## config.mk

```make
export PLATFORM = sky130hd
export DESIGN_NAME = mac_stream_loader
export DESIGN_NICKNAME = d
export VERILOG_FILES = /design/src/rtl/mac_stream_loader.sv
export SDC_FILE = /design/constraint.sdc
export NUM_CORES = 1
export LEC_CHECK = 0
export BUFFER_PORTS_ARGS = -buffer_cell sky130_fd_sc_hd__buf_2
export CORE_MARGIN = 1.5
export CORE_UTILIZATION = 46
export DETAILED_ROUTE_END_ITERATION = 10
export PLACE_DENSITY = 0.83
export SLEW_MARGIN = 20
export SYNTH_ARGS = -nofsm -noshare
export SYNTH_HDL_FRONTEND = slang
export SYNTH_SLANG_ARGS = --single-unit
```

## constraint.sdc

```tcl
create_clock -name clk_i -period 2.12 [get_ports clk_i]
set_clock_uncertainty 0.2 [all_clocks]
set_input_delay 0.212 -clock clk_i [delete_from_list [all_inputs] [get_ports clk_i]]
set_output_delay 0.212 -clock clk_i [all_outputs]
set_load 0.01 [all_outputs]
```

## src/rtl/mac_stream_loader.sv

```systemverilog
// Stream loader: fills the W/X BRAMs from a byte stream, kicks the MAC controller, returns the result.
// Optional WAIT_DONE watchdog enabled by defining MAC_LOADER_TIMEOUT_EN.
module mac_stream_loader #(
  parameter int unsigned DATA_WIDTH  = 8,
  parameter int unsigned DEPTH       = 8,
  parameter int unsigned ADDR_WIDTH  = 3,
  parameter int unsigned ACC_WIDTH   = 32,
  parameter int unsigned TIMEOUT_CYC = 255
) (
  input  logic                  clk_i,
  input  logic                  rst_i,
  input  logic                  s_valid_i,
  input  logic [DATA_WIDTH-1:0] s_data_i,
  output logic                  s_ready_o,
  output logic                  w_en_o,
  output logic                  w_we_o,
  output logic [ADDR_WIDTH-1:0] w_addr_o,
  output logic [DATA_WIDTH-1:0] w_din_o,
  output logic                  x_en_o,
  output logic                  x_we_o,
  output logic [ADDR_WIDTH-1:0] x_addr_o,
  output logic [DATA_WIDTH-1:0] x_din_o,
  output logic                  start_o,
  input  logic                  done_i,
  input  logic [ACC_WIDTH-1:0]  acc_i,
  output logic                  m_valid_o,
  output logic [ACC_WIDTH-1:0]  m_data_o,
  input  logic                  m_ready_i,
  output logic                  busy_o,
  output logic                  timeout_o
);

  typedef enum logic [2:0] {
    StLoadW, StLoadX, StDrain, StKick, StWaitDone, StResult
  } state_e;

  localparam logic [ADDR_WIDTH-1:0] LastIdx = ADDR_WIDTH'(DEPTH - 1);
  localparam int unsigned TmoW = $clog2(TIMEOUT_CYC + 1);
  localparam logic [TmoW-1:0] TmoLast = TmoW'(TIMEOUT_CYC - 1);
`ifdef MAC_LOADER_TIMEOUT_EN
  localparam bit TmoEn = 1'b1;
`else
  localparam bit TmoEn = 1'b0;
`endif

  state_e                state_q, state_d;
  logic [ADDR_WIDTH-1:0] cnt_q, cnt_d;
  logic                  w_wr_q, w_wr_d, x_wr_q, x_wr_d;
  logic [ADDR_WIDTH-1:0] wr_addr_q, wr_addr_d;
  logic [DATA_WIDTH-1:0] wr_data_q, wr_data_d;
  logic                  m_valid_q, m_valid_d;
  logic [ACC_WIDTH-1:0]  m_data_q, m_data_d;
  logic [TmoW-1:0]       tmo_q, tmo_d;
  logic                  rdy;

  always_comb begin
    state_d   = state_q;
    cnt_d     = cnt_q;
    w_wr_d    = 1'b0;
    x_wr_d    = 1'b0;
    wr_addr_d = wr_addr_q;
    wr_data_d = wr_data_q;
    m_valid_d = m_valid_q;
    m_data_d  = m_data_q;
    tmo_d     = tmo_q;
    rdy       = 1'b0;
    start_o   = 1'b0;
    timeout_o = 1'b0;
    unique case (state_q)
      StLoadW, StLoadX: begin
        rdy = 1'b1;
        if (s_valid_i) begin
          w_wr_d    = (state_q == StLoadW);
          x_wr_d    = (state_q == StLoadX);
          wr_addr_d = cnt_q;
          wr_data_d = s_data_i;
          if (cnt_q == LastIdx) begin
            cnt_d   = '0;
            state_d = (state_q == StLoadW) ? StLoadX : StDrain;
          end else begin
            cnt_d = cnt_q + 1'b1;
          end
        end
      end
      StDrain: state_d = StKick;
      StKick: begin
        start_o = 1'b1;
        tmo_d   = '0;
        state_d = StWaitDone;
      end
      StWaitDone: begin
        // done_i on the expiry cycle wins over the watchdog
        if (done_i) begin
          m_data_d  = acc_i;
          m_valid_d = 1'b1;
          state_d   = StResult;
        end else if (TmoEn && tmo_q == TmoLast) begin
          timeout_o = 1'b1;
          state_d   = StLoadW;
        end else begin
          tmo_d = tmo_q + 1'b1;
        end
      end
      StResult: begin
        if (m_ready_i) begin
          m_valid_d = 1'b0;
          state_d   = StLoadW;
        end
      end
      default: state_d = StLoadW;
    endcase
  end

  always_ff @(posedge clk_i or posedge rst_i) begin
    if (rst_i) begin
      state_q   <= StLoadW;
      cnt_q     <= '0;
      w_wr_q    <= 1'b0;
      x_wr_q    <= 1'b0;
      wr_addr_q <= '0;
      wr_data_q <= '0;
      m_valid_q <= 1'b0;
      m_data_q  <= '0;
      tmo_q     <= '0;
    end else begin
      state_q   <= state_d;
      cnt_q     <= cnt_d;
      w_wr_q    <= w_wr_d;
      x_wr_q    <= x_wr_d;
      wr_addr_q <= wr_addr_d;
      wr_data_q <= wr_data_d;
      m_valid_q <= m_valid_d;
      m_data_q  <= m_data_d;
      tmo_q     <= tmo_d;
    end
  end

  // Ready is masked during reset so every output reads 0 while rst_i is held.
  assign s_ready_o = rdy & ~rst_i;
  assign w_en_o    = w_wr_q;
  assign w_we_o    = w_wr_q;
  assign w_addr_o  = wr_addr_q;
  assign w_din_o   = wr_data_q;
  assign x_en_o    = x_wr_q;
  assign x_we_o    = x_wr_q;
  assign x_addr_o  = wr_addr_q;
  assign x_din_o   = wr_data_q;
  assign m_valid_o = m_valid_q;
  assign m_data_o  = m_data_q;
  assign busy_o    = !(state_q == StLoadW && cnt_q == '0);

endmodule
```

# Word level (Yosys, flattened, before mapping)
# Cells that the tools add are included.
dict set report classes {
  n_addsub 1
  eq_ne 10
  mux 16
  bitwise 2
  n_reduce_logical 10
}
# op count
set op_table {}
lappend op_table {{2-to-1 mux 3 bit} 5}
lappend op_table {{case mux 3 bit (5 select lines)} 1}
lappend op_table {{== test 3 bit, second input constant} 3}
lappend op_table {{2-to-1 mux 1 bit} 8}
lappend op_table {{inequality test 2 bit, second input constant} 4}
lappend op_table {{== test 3 x 2 -> 1 bit, second input constant} 2}
lappend op_table {{logical NOT 3 bit} 2}
lappend op_table {{AND reduction 2 bit} 2}
lappend op_table {{AND reduction 4 bit} 1}
lappend op_table {{adder 3 x 1 -> 3 bit, second input constant} 1}
lappend op_table {{== test 3 x 1 -> 1 bit, second input constant} 1}
lappend op_table {{AND reduction 3 bit} 1}
lappend op_table {{2-to-1 mux 2 bit} 1}
lappend op_table {{case mux 1 bit (2 select lines)} 1}
lappend op_table {{nonzero test 2 bit} 1}
lappend op_table {{OR reduction 2 bit} 1}
lappend op_table {{AND 1 bit} 1}
lappend op_table {{logical AND 1 bit} 1}
lappend op_table {{logical NOT 1 bit} 1}
lappend op_table {{inverter 1 bit} 1}
dict set report totals {
  register_bits 52
  input_bits 45
  wordCells 47
}

# Logic depth before layout (Yosys ltp)
# Gate-level depths: netlist (run 1).
dict set report logic_depth {
  word_depth 5
  mapped_depth 5
}

# Worst setup path after synthesis (run 1)
# No wires, ideal clock.
dict set report synth_timing {
  kind {flip-flop to flip-flop}
  startpoint {register state_q[1]}
  endpoint {register m_data_q[0] (netlist: m_data_o[0])}
  arrival_time_ns 1.324
  required_time_ns 1.795
  path_slack_ns 0.471
  stages_incl_launch_ff 6
  path_cell_list {dfrtp_1 nor2b_2 and3b_1 buf_6 buf_12 mux2_4}
}
dict set report synth_between {
  elab_chain_cells 2
}
# item line_no
set synth_lines {}
lappend synth_lines {{from (decl)} 46} ;# state_e state_q, state_d;
lappend synth_lines {{from (signal assigned)} 116} ;# state_q <= StLoadW;
lappend synth_lines {{from (signal assigned)} 126} ;# state_q <= state_d;
lappend synth_lines {{== test 3 bit} 69} ;# unique case (state_q)
lappend synth_lines {{AND reduction 2 bit (no source line)} n/a}
lappend synth_lines {{to (signal assigned)} 133} ;# m_data_q <= m_data_d;
lappend synth_lines {{to (decl)} 52} ;# logic [ACC_WIDTH-1:0] m_data_q, m_data_d;
# No other way between the ends.
# A chain may end at the register's enable or synchronous reset.

# Final worst setup path (run 1)
dict set report layout_timing {
  startpoint {register state_q[2]}
  endpoint {register m_data_q[30] (netlist: m_data_o[30])}
}
# The elaborated chain is that of the path after synthesis.

==> reports/qor.txt, run 1 <==
CTS Root Cell = clkbuf_8
fin util = 69.4%
fraction of registers with async set/reset = 100%
post-synth cell types = 25
ratio of cells with drive above 1 in the final layout = 56.6%
Cell Pwr Density = 1250 nW/µm²
Die Span Y = 74.6 µm
sequential fraction of the synthesis area = 55.2%
Layout area overhead = 41.8%
nature of the critical path startpoint = register
WL/cell = 14.7 µm
total global routing overflow = 0
hold path cells = 3
worst skew pair latency = 0.29 ns
Avg Cell Area, Syn = 15.5 µm²
first-pass GRT wire length = 7.57 mm
DR iter-0 viols = 37
core area = 4820 µm²
RSZ-0062 raised after global routing = no
R2R depth = 4
largest cells by area after synthesis = dfrtp_1 55%, mux2_4 22%, mux2_2 4.8%, buf_4 4.5%, buf_12 2.5%
normalized max-slew margin = 62.2%
status = finished clean
clock tree buffer depth = 2
Slowest cell on crit path = dfrtp_1
Post-CTS Setup Bufs = 0
CTS sink cnt = 52
die width = 74.6 µm
# rows = 25
post-DP HPWL = 3.28 mm
Slowest Stage Delay on Critical Path = 0.42 ns
starting density of the core = 48.9%
initial antenna violation count = 0
Syn Nets = 200
worst path arrival time = 1.81 ns
Final period util = 86.3%
yosys warns = 0
CP cell instances = nor2b_2 > and3b_2 > buf_12 > mux2_2
Die ar. = 5560 µm²
CTS buffer count = 5
Port Buffers = 106
top-area cell type share of the netlist area = 55.2%
overall via count from detail_route = 1634
all-layer global routing usage = 18.4%
setup TNS after final layout = 0 ns
Cell Area, Synth = 2360 µm²
critical path endpoint category = register
post-synthesis cell count = 152
Max Clk Rate = 547 MHz
final net count = 337
largest net degree at the start of global routing = 33
Synth Register Bits = 52
final WL = 5.23 mm
number of global-route vias before repair = 1573
EDFF count, synth = 0
Crit. path cell count = 4
transition time at the pin with the least slew margin = 0.566 ns
final max-slew violation count = 0
post-route ant nets = 0
Top FF cell, synth = dfrtp_1
CTS clk-pin slew, worst paths = 0.09 ns
Peak VDD IR = 0.730 mV
final setup violation count = 0
Leak = 1.74 nW
CTS H-tree lvls = 2
Max-cap violations = 0
CTS tree = yes
cell type with the highest aggregate area in the netlist = dfrtp_1
Final Critical Period = 1.83 ns
crit-path max FO = 32
Initial DRT Pass Iterations = 3
Buf+Inv Stages, Crit Path = 1
hold crit path type = input port to register
Crit path max-delay family = simple AND/OR/NAND/NOR gates
Final Hold Viols = 0
Residual DRC = 0
Ports = 108
Worst EP required = 2.10 ns
# diodes = 0
Worst Path Class, Setup = register to register
vias per inst = 4.58
routability cong. = 0.754
[logic make-up after synthesis]
group	after synthesis	share of synthesized area, %
flops	52	55.2
fa+ha+maj	3	1.59
simple gates	19	4.41
compound gates	6	1.70
other cells	1	0.159
buf+inv	24	9.08
mux	47	27.9
[worst paths after layout]
| path | startpoint | endpoint | slack (ns) |
|---|---|---|---|
| min in group asynchronous | rst_i | w_din_o[6]$_DFFE_PP0P_ | 0.33 |
| max reg2reg | state_q[2]$_DFFE_PP0P_ | m_data_o[30]$_DFFE_PP0P_ | 0.29 |
| min | m_ready_i | m_valid_o$_DFFE_PP0P_ | 0.02 |
| min reg2reg | m_data_o[30]$_DFFE_PP0P_ | m_data_o[30]$_DFFE_PP0P_ | 0.31 |
| max in group asynchronous | rst_i | m_data_o[30]$_DFFE_PP0P_ | 0.86 |
| max | state_q[2]$_DFFE_PP0P_ | m_data_o[30]$_DFFE_PP0P_ | 0.29 |
[worst reg2reg max path, delay by kind of cell, from the launching register on]
kind	cells	cell delay [ns]
mux	1	0.37
flops	1	0.42
simple gates	2	0.47
buf+inv	1	0.25
[cells in the mapped netlist (all sizes together) (2+ instances only)]
cell   number
dfrtp      52
mux2       47
buf        20
nor2        4
nor2b       4
ha          3
inv         3
nand2       3
nand3       3
a21oi       2
and3b       2
[sequential cells by signal, summed over array words and instances (netlist names)]
register   cells
m_valid_o      1
w_en_o         1
cnt_q          3
x_en_o         1
w_addr_o       3
m_data_o      32
state_q        3
w_din_o        8
[power breakdown]
group | switching (W) | total, W | internal [W] | leakage (nW)
sequential | 0.000276 | 0.00167 | 0.00140 | 0.652
clock | 0.000302 | 0.000652 | 0.000350 | 0.0552
combinational | 0.000796 | 0.00184 | 0.00105 | 1.04
total | 0.00137 | 0.00417 | 0.00280 | 1.74
[per-stage QoR]
stage	area, µm²	worst slack, ns	hold WS [ns]	total power, W	instances
after global routing	3340	0.232	0.0369	0.00441	357
after floorplan	2360	0.450	0.147	0.00298	152
after detailed placement	2830	0.312	0.130	0.00346	308
after CTS	3340	0.300	0.00721	0.00418	357
final	3340	0.291	0.0160	0.00417	357
after global placement	2830	0.348	0.123	0.00340	308
[cell type report]
class                           instances  area (µm²)
Clock buffer                            6        72.6
Clock inverter                          2        35.0
Inverter                                3        11.3
Sequential cell                        52        1300
Tap cell                               67        83.8
Timing Repair Buffer                  151         996
Multi-Input combinational cell         76         843
Fill cell                             337        1470
[cell usage in the layout, fill, tap and decap left out, drive strengths merged]
master,n
dfrtp,52
clkinv,1
buf,110
nor3,1
nand2,3
nor2b,4
a21oi,2
ha,3
o2bb2ai,1
and2,1
conb,1
inv,3
o21ai,1
a21o,1
nand3,3
o311ai,1
mux2,47
and3b,2
clkbuf,6
dlygate4sd3,41
and3,1
bufinv,1
nor2,4
[metal layers]
metal	vias to the layer above	routed length [µm]	GRT usage, %
li1	773	-	-
met1	788	2280	22.1
met2	70	2620	33.9
met3	3	301	3.66
met4	0	29	4.24
met5	-	0	0
[what timing repair did]
item	in CTS	in global routing
hold endpoints to repair	66	0
gates resized for setup	0	0
hold buffers	41	0
Note: power is estimated with default switching activity, not from simulation.
==> inputs of run 2 (changes only) <==
--- a/config.mk
+++ b/config.mk
@@ -6,7 +6,6 @@
 export NUM_CORES = 1
 export LEC_CHECK = 0
 export BUFFER_PORTS_ARGS = -buffer_cell sky130_fd_sc_hd__buf_2
-export CORE_MARGIN = 1.5
 export CORE_UTILIZATION = 46
 export DETAILED_ROUTE_END_ITERATION = 10
 export PLACE_DENSITY = 0.83
==> reports/qor.txt, run 2 (synthesized netlist as in run 1, its figures left out) <==
commonest non-fill, non-tap cells in the layout = 106 x buf_2, 52 x dfrtp_1, 41 x dlygate4sd3_1
Max-cap violations = 0 (unchanged)
hold crit path type = input port to register
CTS H-tree lvls = 2 (unchanged)
initial antenna violation count = 0 (unchanged)
Net Sw Frac = 32.4% (-0.50 points)
fin util = 69.9% (+0.55 points)
vias per inst = 4.57 (about the same)
CTS sink cnt = 52 (unchanged)
combinational share of power = 43.6% (-0.6 points)
# diodes = 0 (unchanged)
Filler Cells Inserted = 355 (+5.3%)
Residual DRC = 0 (unchanged)
Crit path max-delay family = simple AND/OR/NAND/NOR gates
routability cong. = 0.789 (+4.7%)
CTS Root Cell = clkbuf_8
Die ar. = 5410 µm² (-2.7%)
Psw = 0.00137 W (+0.12%)
CTS tree = yes
Worst Path Class, Setup = register to register
R2R depth = 4 (unchanged)
hold path cells = 3 (unchanged)
number of global-route vias before repair = 1676 (+6.5%)
Post-CTS Setup Bufs = 0 (unchanged)
WL/cell = 14.5 µm (-1.0%)
clock tree buffer depth = 2 (unchanged)
Reg2Reg Setup Slack = 0.26 ns (-0.03 ns)
worst r2r dst = m_data_o[30]$_DFFE_PP0P_
Port Buffers = 106 (unchanged)
final instance area = 3370 µm² (+0.79%)
nature of the critical path startpoint = register
Hold EP = m_valid_o$_DFFE_PP0P_
final net count = 338 (+0.30%)
worst skew pair latency = 0.30 ns (about the same)
Buf+Inv Stages, Crit Path = 1 (unchanged)
worst path arrival time = 1.85 ns (+0.04 ns)
setup TNS after final layout = 0 ns (unchanged)
Max Clk Rate = 537 MHz (-1.8%)
largest net degree at the start of global routing = 33 (unchanged)
first-pass GRT wire length = 8.09 mm (+6.9%)
Final Hold Viols = 0 (unchanged)
Largest register FFs = 32 (unchanged)
all-layer global routing usage = 20.2% (+1.8 points)
status = finished clean
total global routing overflow = 0 (unchanged)
CTS buffer count = 5 (unchanged)
crit-path max FO = 32 (unchanged)
Slowest Stage Delay on Critical Path = 0.43 ns (about the same)
Ports = 108 (unchanged)
Slowest cell on crit path = dfrtp_1
Leak = 1.76 nW (+0.81%)
post-DP HPWL = 3.16 mm (-3.7%)
overall via count from detail_route = 1637 (+0.18%)
core area = 4820 µm² (unchanged)
clock power share = 17.1% (+1.5 points)
CP cell instances = nor2b_2 > and3b_2 > buf_12 > mux2_2
multi-input logic area = 843 µm² (unchanged)
final WL = 5.20 mm (-0.73%)
Placed Area = 2830 µm² (+0.27%)
starting density of the core = 48.9% (unchanged)
Worst EP required = 2.11 ns (about the same)
commonest non-fill, non-tap cell in the layout = buf_2
register area = 1300 µm² (unchanged)
final setup violation count = 0 (unchanged)
Final Critical Period = 1.86 ns (+0.0334 ns)
worst flop-to-flop path startpoint = state_q[2]$_DFFE_PP0P_
# rows = 25 (unchanged)
Initial DRT Pass Iterations = 3 (unchanged)
die width = 73.6 µm (-1.3%)
hold_sp = m_ready_i
Die Span Y = 73.6 µm (-1.3%)
final max-slew violation count = 0 (unchanged)
Cell Pwr Density = 1260 nW/µm² (+0.86%)
Layout area overhead = 42.9%
RSZ-0062 raised after global routing = no
CTS clk-pin slew, worst paths = 0.09 ns (about the same)
Flop pwr share = 39.3% (-0.9 points)
ratio of cells with drive above 1 in the final layout = 57.0% (+0.49 points)
critical path endpoint category = register
post-route ant nets = 0 (unchanged)
Peak VDD IR = 0.790 mV (+8.2%)
Final period util = 87.8% (+1.6 points)
Internal Power = 0.00286 W (+2.4%)
DR iter-0 viols = 34 (-8.1%)
[run 2: changes by cell type in the layout (fill, tap and decap cells not counted), sizes merged]
cell and delta:
clkbuf +1, buf +1, clkinv -1
[run 2: metrics by stage]
step	instances	hold slack, ns	setup slack (ns)	total power, W
after global routing	358	0.0228	0.186	0.00451
after detailed placement	309	-0.0823	0.290	0.00345
after CTS	358	0.0118	0.280	0.00425
after global placement	309	-0.0752	0.347	0.00340
after floorplan	152	0.147	0.450	0.00298
final	358	0.0111	0.258	0.00424
[run 2: repair_timing]
item,in CTS,in global routing
resized for setup,0,0
hold buffers,41,0
hold endpoints to repair,92,0
[run 2: cell type report]
cell class | instances | share of cell area (%)
Clock buffer | 7 | 2.86
Clock inverter | 1 | 0.891
Inverter | 3 | 0.334
Multi-Input combinational cell | 76 | 25.0
Sequential cell | 52 | 38.6
Tap cell | 67 | 2.49
Timing Repair Buffer | 152 | 29.8
[run 2: tightest hold or removal path: stages]
cell       delay, ns
buf_2           0.11
nand2_1         0.05
o2bb2ai_1       0.11
[run 2: worst max path at each step]
stage                                 from  depth (start not counted)                        to  slack, ns
global placement    state_q[2]$_DFFE_PP0P_                          4  m_data_o[29]$_DFFE_PP0P_       0.35
detailed placement  state_q[2]$_DFFE_PP0P_                          4  m_data_o[30]$_DFFE_PP0P_       0.29
global route        state_q[2]$_DFFE_PP0P_                          4  m_data_o[30]$_DFFE_PP0P_       0.19
CTS                 state_q[2]$_DFFE_PP0P_                          4  m_data_o[30]$_DFFE_PP0P_       0.28
finish              state_q[2]$_DFFE_PP0P_                          4  m_data_o[30]$_DFFE_PP0P_       0.26
floorplan                            rst_i                          1      cnt_q[0]$_DFFE_PP0P_       0.45
[run 2: metal layers]
metal,up-vias,track usage (%),part of all wire (%)
li1,772,-,-
met1,790,24.3,42
met2,70,35.6,50
met3,5,6.17,6.7
met4,0,4.49,0.73
met5,-,0,0
[run 2: power groups by stage]
stage | logic, W | registers, W | clock network [W]
2_1_floorplan | 0.00116 | 0.00182 | 0
3_3_place_gp | 0.00174 | 0.00166 | 0
3_5_place_dp | 0.00178 | 0.00167 | 0
4_1_cts | 0.00185 | 0.00166 | 0.000738
5_1_grt | 0.00200 | 0.00172 | 0.000784
6_report | 0.00185 | 0.00167 | 0.000724
